## src/rtl/button_debouncer.sv

```systemverilog
// Debounces one raw asynchronous input: two-flop synchroniser, prescaled sample strobe,
// and a four-state FSM that flips `level` after STABLE_COUNT consecutive differing samples.
module button_debouncer #(
  parameter int PRESCALE     = 50000,
  parameter int STABLE_COUNT = 4
) (
  input  logic clk,
  input  logic reset,
  input  logic raw,
  output logic level,
  output logic update
);

  localparam int PW = $clog2(PRESCALE);
  localparam int SW = $clog2(STABLE_COUNT + 1);
  localparam logic [PW-1:0] PCNT_MAX = PW'(PRESCALE - 1);
  localparam logic [SW-1:0] SCNT_MAX = SW'(STABLE_COUNT);

  typedef enum logic [1:0] {
    STABLE_LOW  = 2'd0,
    CHECK_HIGH  = 2'd1,
    STABLE_HIGH = 2'd2,
    CHECK_LOW   = 2'd3
  } state_t;

  logic          sync1;
  logic          sync2;
  logic [PW-1:0] pcnt;
  logic          strobe;
  logic [SW-1:0] scnt_q;
  logic [SW-1:0] scnt_d;
  logic [SW-1:0] scnt_inc;
  state_t        state_q;
  state_t        state_d;
  logic          level_d;

  // Only sync2 is consumed below; sync1 may go metastable.
  always_ff @(posedge clk) begin
    if (reset) begin
      sync1 <= 1'b0;
      sync2 <= 1'b0;
    end else begin
      sync1 <= raw;
      sync2 <= sync1;
    end
  end

  always_ff @(posedge clk) begin
    if (reset) begin
      pcnt <= '0;
    end else if (strobe) begin
      pcnt <= '0;
    end else begin
      pcnt <= pcnt + PW'(1);
    end
  end

  assign strobe   = (pcnt == PCNT_MAX);
  // scnt never exceeds STABLE_COUNT-1 while checking, so the increment cannot wrap.
  assign scnt_inc = scnt_q + SW'(1);

  always_comb begin
    state_d = state_q;
    scnt_d  = scnt_q;
    level_d = level;
    if (strobe) begin
      case (state_q)
        STABLE_LOW: begin
          if (sync2) begin
            if (STABLE_COUNT == 1) begin
              state_d = STABLE_HIGH;
              level_d = 1'b1;
            end else begin
              state_d = CHECK_HIGH;
              scnt_d  = SW'(1);
            end
          end
        end
        CHECK_HIGH: begin
          if (sync2) begin
            if (scnt_inc == SCNT_MAX) begin
              state_d = STABLE_HIGH;
              level_d = 1'b1;
              scnt_d  = '0;
            end else begin
              scnt_d = scnt_inc;
            end
          end else begin
            state_d = STABLE_LOW;
            scnt_d  = '0;
          end
        end
        STABLE_HIGH: begin
          if (!sync2) begin
            if (STABLE_COUNT == 1) begin
              state_d = STABLE_LOW;
              level_d = 1'b0;
            end else begin
              state_d = CHECK_LOW;
              scnt_d  = SW'(1);
            end
          end
        end
        CHECK_LOW: begin
          if (!sync2) begin
            if (scnt_inc == SCNT_MAX) begin
              state_d = STABLE_LOW;
              level_d = 1'b0;
              scnt_d  = '0;
            end else begin
              scnt_d = scnt_inc;
            end
          end else begin
            state_d = STABLE_HIGH;
            scnt_d  = '0;
          end
        end
        default: begin
          state_d = STABLE_LOW;
          scnt_d  = '0;
          level_d = 1'b0;
        end
      endcase
    end
  end

  // level and update share an edge, so a new level always arrives with its strobe.
  always_ff @(posedge clk) begin
    if (reset) begin
      state_q <= STABLE_LOW;
      scnt_q  <= '0;
      level   <= 1'b0;
      update  <= 1'b0;
    end else begin
      state_q <= state_d;
      scnt_q  <= scnt_d;
      level   <= level_d;
      update  <= strobe;
    end
  end

endmodule

```

## config.mk

```make
export PLATFORM = sky130hd
export DESIGN_NAME = button_debouncer
export DESIGN_NICKNAME = d
export VERILOG_FILES = /design/src/rtl/button_debouncer.sv
export SDC_FILE = /design/constraint.sdc
export NUM_CORES = 1
export LEC_CHECK = 0
export BUFFER_PORTS_ARGS = -buffer_cell sky130_fd_sc_hd__buf_4
export CAP_MARGIN = 25
export CORE_MARGIN = 8
export CORE_UTILIZATION = 55
export CTS_CLUSTER_DIAMETER = 50
export DETAILED_ROUTE_END_ITERATION = 7
export MAX_ROUTING_LAYER = met4
export PLACE_DENSITY = 0.74
export SLEW_MARGIN = 25
export SYNTH_ARGS = -nofsm -noshare
export SYNTH_HDL_FRONTEND = slang
export SYNTH_SLANG_ARGS = --single-unit
```

## constraint.sdc

```tcl
create_clock -name clk -period 4.7 [get_ports clk]
set_clock_uncertainty 0.15 [all_clocks]
set_input_delay 1.175 -clock clk [delete_from_list [all_inputs] [get_ports clk]]
set_output_delay 1.175 -clock clk [all_outputs]
set_load 0.005 [all_outputs]
```

; Word level (Yosys, flattened, before mapping)
; Cells that the tools add are included.
[op_classes]
n_addsub = 2
multipliers = 0
n_div = 0
magnitude_cmp = 0
n_eq_ne = 13
n_shift = 0
n_mux = 18
n_bitwise = 0
n_reduce_logical = 6
[ops]
columns = operator, n
row1 = $add 16x1->16 const B, 1
row2 = $eq 16x16->1 const B, 1
row3 = $mux 3, 5
row4 = $mux 2, 6
row5 = $ne 2x2->1 const B, 6
row6 = $pmux 3 s4, 1
row7 = $pmux 2 s4, 1
row8 = $ne 3x3->1 const B, 2
row9 = $reduce_and 6->1, 1
row10 = $reduce_and 5->1, 1
row11 = $eq 2x2->1 const B, 2
row12 = $mux 1, 4
row13 = $add 3x1->3 const B, 1
row14 = $eq 3x3->1 const B, 1
row15 = $reduce_and 3->1, 1
row16 = $eq 2x1->1 const B, 1
row17 = $logic_not 2->1, 1
row18 = $pmux 1 s2, 1
row19 = $reduce_bool 2->1, 1
row20 = $reduce_or 2->1, 1
[totals]
reg_bits = 25
latch_bits = 0
ramBits = 0
romBits = 0
inputBits = 3
mem_count = 0

; Logic depth before layout (Yosys ltp)
[depth]
ltp_word = 5
depth_mapped = 7
mapped_depth_nobuf = 6

; Worst setup path after synthesis
; No wires, ideal clock.
[synth_timing]
path_kind = input to register
from = in reset
to = reg pcnt[10]
setup_time_ps = 64
arrival_ps = 1727
t_required_ps = 4486
slack_ps = 2760
path_stages = 4
n_path_buf = 2
path_cell_list = or2_1 -> buf_2 -> buf_6 -> nor2_1
[synth_between]
elab_chain_cells = 1
[synth_rtl]
columns = element, line
row1 = start: declaration, 8  ; input logic reset,
row2 = $reduce_or 2->1 (no line), --
row3 = end signal: assignment, 54  ; pcnt <= pcnt + PW'(1);
row4 = end: declaration, 28  ; logic [PW-1:0] pcnt;
; Every way passes these cells.
; A chain may end at the register's enable or synchronous reset.

; Worst setup path in the final report
[layout_timing]
from = reg level
to = out level
[layout_lines]
columns = element, line
row1 = start: declaration, 10  ; output logic level,
row2 = start signal: assignment, 137  ; level <= level_d;
; No word-level cell between the ends.

==> key figures <==
Pwr
  – Pint: 251 uW
  – Psw: 71.7 uW
  – Final Power: 323 uW
  – Clock power frac: 29.3%
  – LEAKAGE: 0.417 nW
  – Comb pwr share: 3.1%
  – Switching share of total power: 22.2%
  – P per Cell Area: 260 nW/um^2
  – Peak VDD IR: 0.210 mV
  – Sequential share of power: 67.5%

Clock network
  – Clk_lat worst skew: 0.32 ns
  – Post-CTS Hold Buffers: 0
  – Clock transition at path regs: 0.13 ns
  – H-tree levels: 1
  – Setup bufs post-CTS: 0
  – Clock sinks: 25
  – CTS tree: yes
  – Root buffer cell: clkbuf_4
  – Clock Path Buffers: 2
  – CTS Buf Count: 3
  – Quantity of gates resized following cts: 0

Routing
  – Wirelength per Cell: 11.3 um
  – Iteration-0 DRC Markers: 25
  – Via count: 848
  – Final ANT Viol Nets: 0
  – DR pass1 iterations: 4
  – Avg Vias per Cell: 5.27
  – DRT Wirelength: 1820 um
  – # DRC: 0

Synthesis
  – Synthesized flop and latch total: 25
  – Post-Synth Simple-Gate Area: 28.7%
  – Area leader, netlist: dfxtp_1
  – Largest cells by area after synthesis: dfxtp_1 (43%), xnor2_1 (9.7%), nor2_1 (7.7%)
  – Compound-Gate Fraction of Synth Area: 7.34%
  – Post-synthesis mux area share: 0%
  – Largest family of logic cells by synthesized area: simple AND/OR/NAND/NOR gates
  – Mapped cell area: 1180 sq um
  – Adder-cell share of the synthesized area: 5.32%
  – Synth top area share: 42.6%
  – XOR/XNOR Fraction of Synth Area: 11.2%
  – Avg Cell Area, Syn: 9.05 sq um
  – Post-synthesis sequential area ratio: 42.6%
  – Mapped Cells: 130
  – Syn Nets: 138
  – Warning count from the yosys run: 0
  – Yosys cell types: 32

Layout
  – Fraction of layout instances using a drive strength above 1: 10.4%
  – Final core area utilization: 62.6%
  – Layout area overhead: 5.43%
  – Inserted Diodes: 0
  – Nets@finish: 143
  – Final Non-Filler Cells: 161

Run
  – Max cap viols: 0

Worst setup path
  – Critical path's top delay family: flip-flops
  – Buffers & Inverters on Critical Path: 1
  – Slowest CP cell: dfxtp_1
  – Crit end category: output port
  – Crit path launch: level$_SDFFE_PP0P_
  – R2r setup slk: 2.74 ns
  – Crit-path cells: buf_4
  – Worst EP arrival: 0.78 ns
  – Max incr delay on CP: 0.35 ns
  – Crit Path Class: reg2out
  – FF-to-FF path depth: 4
  – Reg2Reg Capture Point: pcnt[11]$_SDFF_PP0_
  – Startpoint type of the worst setup path: flop
  – Reg2reg start: pcnt[12]$_SDFF_PP0_
  – Critical-path maximum fanout: 2
  – Required @ worst endpoint: 3.38 ns

Floorplan
  – Die Y: 62.2 um
  – Placeable core area: 1980 sq um
  – Initial Util: 59.3%
  – FP Rows: 16
  – Die W: 62.2 um
  – Full die area: 3870 sq um
  – Number of I/O pins: 5

Global routing
  – GRT Overall Usage: 10.0%
  – Grt ovf: 0
  – Number of global-route vias before repair: 801
  – Initial antenna violation count: 0
  – Largest net degree at the start of global routing: 16
  – First-pass GRT wire length: 3200 um

STA
  – RSZ-0062 raised after global routing: false
  – Max Slew Vio Count: 0
  – Slew @ Worst Pin: 0.478 ns
  – # setup viols final: 0
  – Final period utilization: 44.8%
  – Rel. slew slack: 68.2%
  – Final Hold Vio Count: 0
  – Setup TNS: 0 ns
  – Fmax achieved: 0.475 GHz
  – Period minus WS final: 2.10 ns

Hold path
  – Worst Hold Class: reg2reg
  – Hold Path Depth: 1
  – Worst hold endpoint: sync2$_SDFF_PP0_
  – Hold path startpoint: sync1$_SDFF_PP0_

Place
  – Routability congestion estimate: 0.794
  – Placed cell count: 157
  – Post-DP HPWL: 1380 um
  – # port buffers: 4

Outcome
  – Outcome: complete, no violations
==> layer usage <==
metal / global-route usage (%) / vias up / wire length, um
li1: - / 453 / -
met3: 1.79 / 4 / 41
met2: 16.8 / 7 / 832
met1: 11.1 / 384 / 912
met5: - / - / 0
met4: 5.25 / 0 / 34
==> cell usage in the layout (no fill, tap or decap), drive strengths merged <==
| master | instances |
|---|---|
| a211o | 1 |
| a211oi | 3 |
| a21oi | 5 |
| a31oi | 1 |
| buf | 4 |
| clkbuf | 3 |
| clkinv | 1 |
| dfxtp | 25 |
| ha | 5 |
| inv | 8 |
| nand2 | 6 |
| nand3 | 4 |
| nand4 | 6 |
| nand4b | 1 |
| nor2 | 25 |
| nor2b | 2 |
| nor3 | 3 |
| nor3b | 1 |
| nor4 | 7 |
| o2111ai | 1 |
| o21ai | 3 |
| or2 | 1 |
| or3 | 1 |
| or4 | 1 |
| or4b | 1 |
| xnor2 | 13 |
| xor2 | 2 |
==> final cells by class <==
| cell class | count | area (sq um) |
|---|---|---|
| flip-flops and latches | 25 | 500 |
| well taps | 27 | 33.8 |
| multi-input cells | 93 | 618 |
| clock inverters | 1 | 5.00 |
| clock buffers | 3 | 22.5 |
| repair buffers | 4 | 30.0 |
| inverters | 8 | 30.0 |
| fillers | 170 | 742 |
==> power groups by stage <==
| stage | logic [mW] | registers [mW] | clock network, mW |
|---|---|---|---|
| floorplan | 0.00940 | 0.222 | 0 |
| global placement | 0.0102 | 0.222 | 0 |
| detailed placement | 0.0102 | 0.223 | 0 |
| CTS | 0.0103 | 0.218 | 0.0961 |
| global route | 0.0117 | 0.219 | 0.105 |
| finish | 0.0101 | 0.218 | 0.0947 |
==> worst register-to-register path, stage by stage (launching register included) <==
cell	delay (ns)
dfxtp_1	0.37
or4b_4	0.57
nor4_4	0.21
or2_1	0.45
nor2_1	0.10
==> synth_stat cells (all sizes together) <==
library cell and n:
nor3 3, a31oi 1, nor2b 2, or4 1
a211o 1, or2 1, or4b 1, buf 3
a211oi 3, nand4 6, a21oi 5, dfxtp 25
xor2 2, or3 1, nor3b 1, xnor2 13
o21ai 3, nand4b 1, nand2 6, nor2 25
clkbuf 1, nand3 4, inv 8, ha 5
o2111ai 1, nor4 7
==> logic make-up (layout without fill, tap and decap cells) <==
| logic type | count (synthesis) | after routing |
|---|---|---|
| simple gates | 59 | 59 |
| flops | 25 | 25 |
| xor+xnor | 15 | 15 |
| compound gates | 14 | 14 |
| buf+inv | 12 | 16 |
| fa+ha+maj | 5 | 5 |
==> worst max-delay path by stage <==
stage / end / cells after the start
after floorplan: pcnt[10]$_SDFF_PP0_ / 4
after global placement: pcnt[6]$_SDFF_PP0_ / 3
after detailed placement: pcnt[11]$_SDFF_PP0_ / 3
after CTS: level / 1
after global routing: pcnt[3]$_SDFF_PP0_ / 5
final: level / 1
==> per-stage QoR <==
stage,setup WS (ns),cell area [sq um],hold WS (ns)
floorplan,2.76,1180,0.264
global placement,2.56,1210,0.271
detailed placement,2.55,1210,0.284
CTS,2.59,1240,0.310
global route,2.53,1240,0.326
finish,2.60,1240,0.307
==> registers in the layout, indices dropped and copies added (netlist names), named ones only <==
signal and cells:
scnt_q 3, update 1, state_q 1, sync2 1
pcnt 16, level 1, sync1 1
Power figures use the tool's default switching activity.
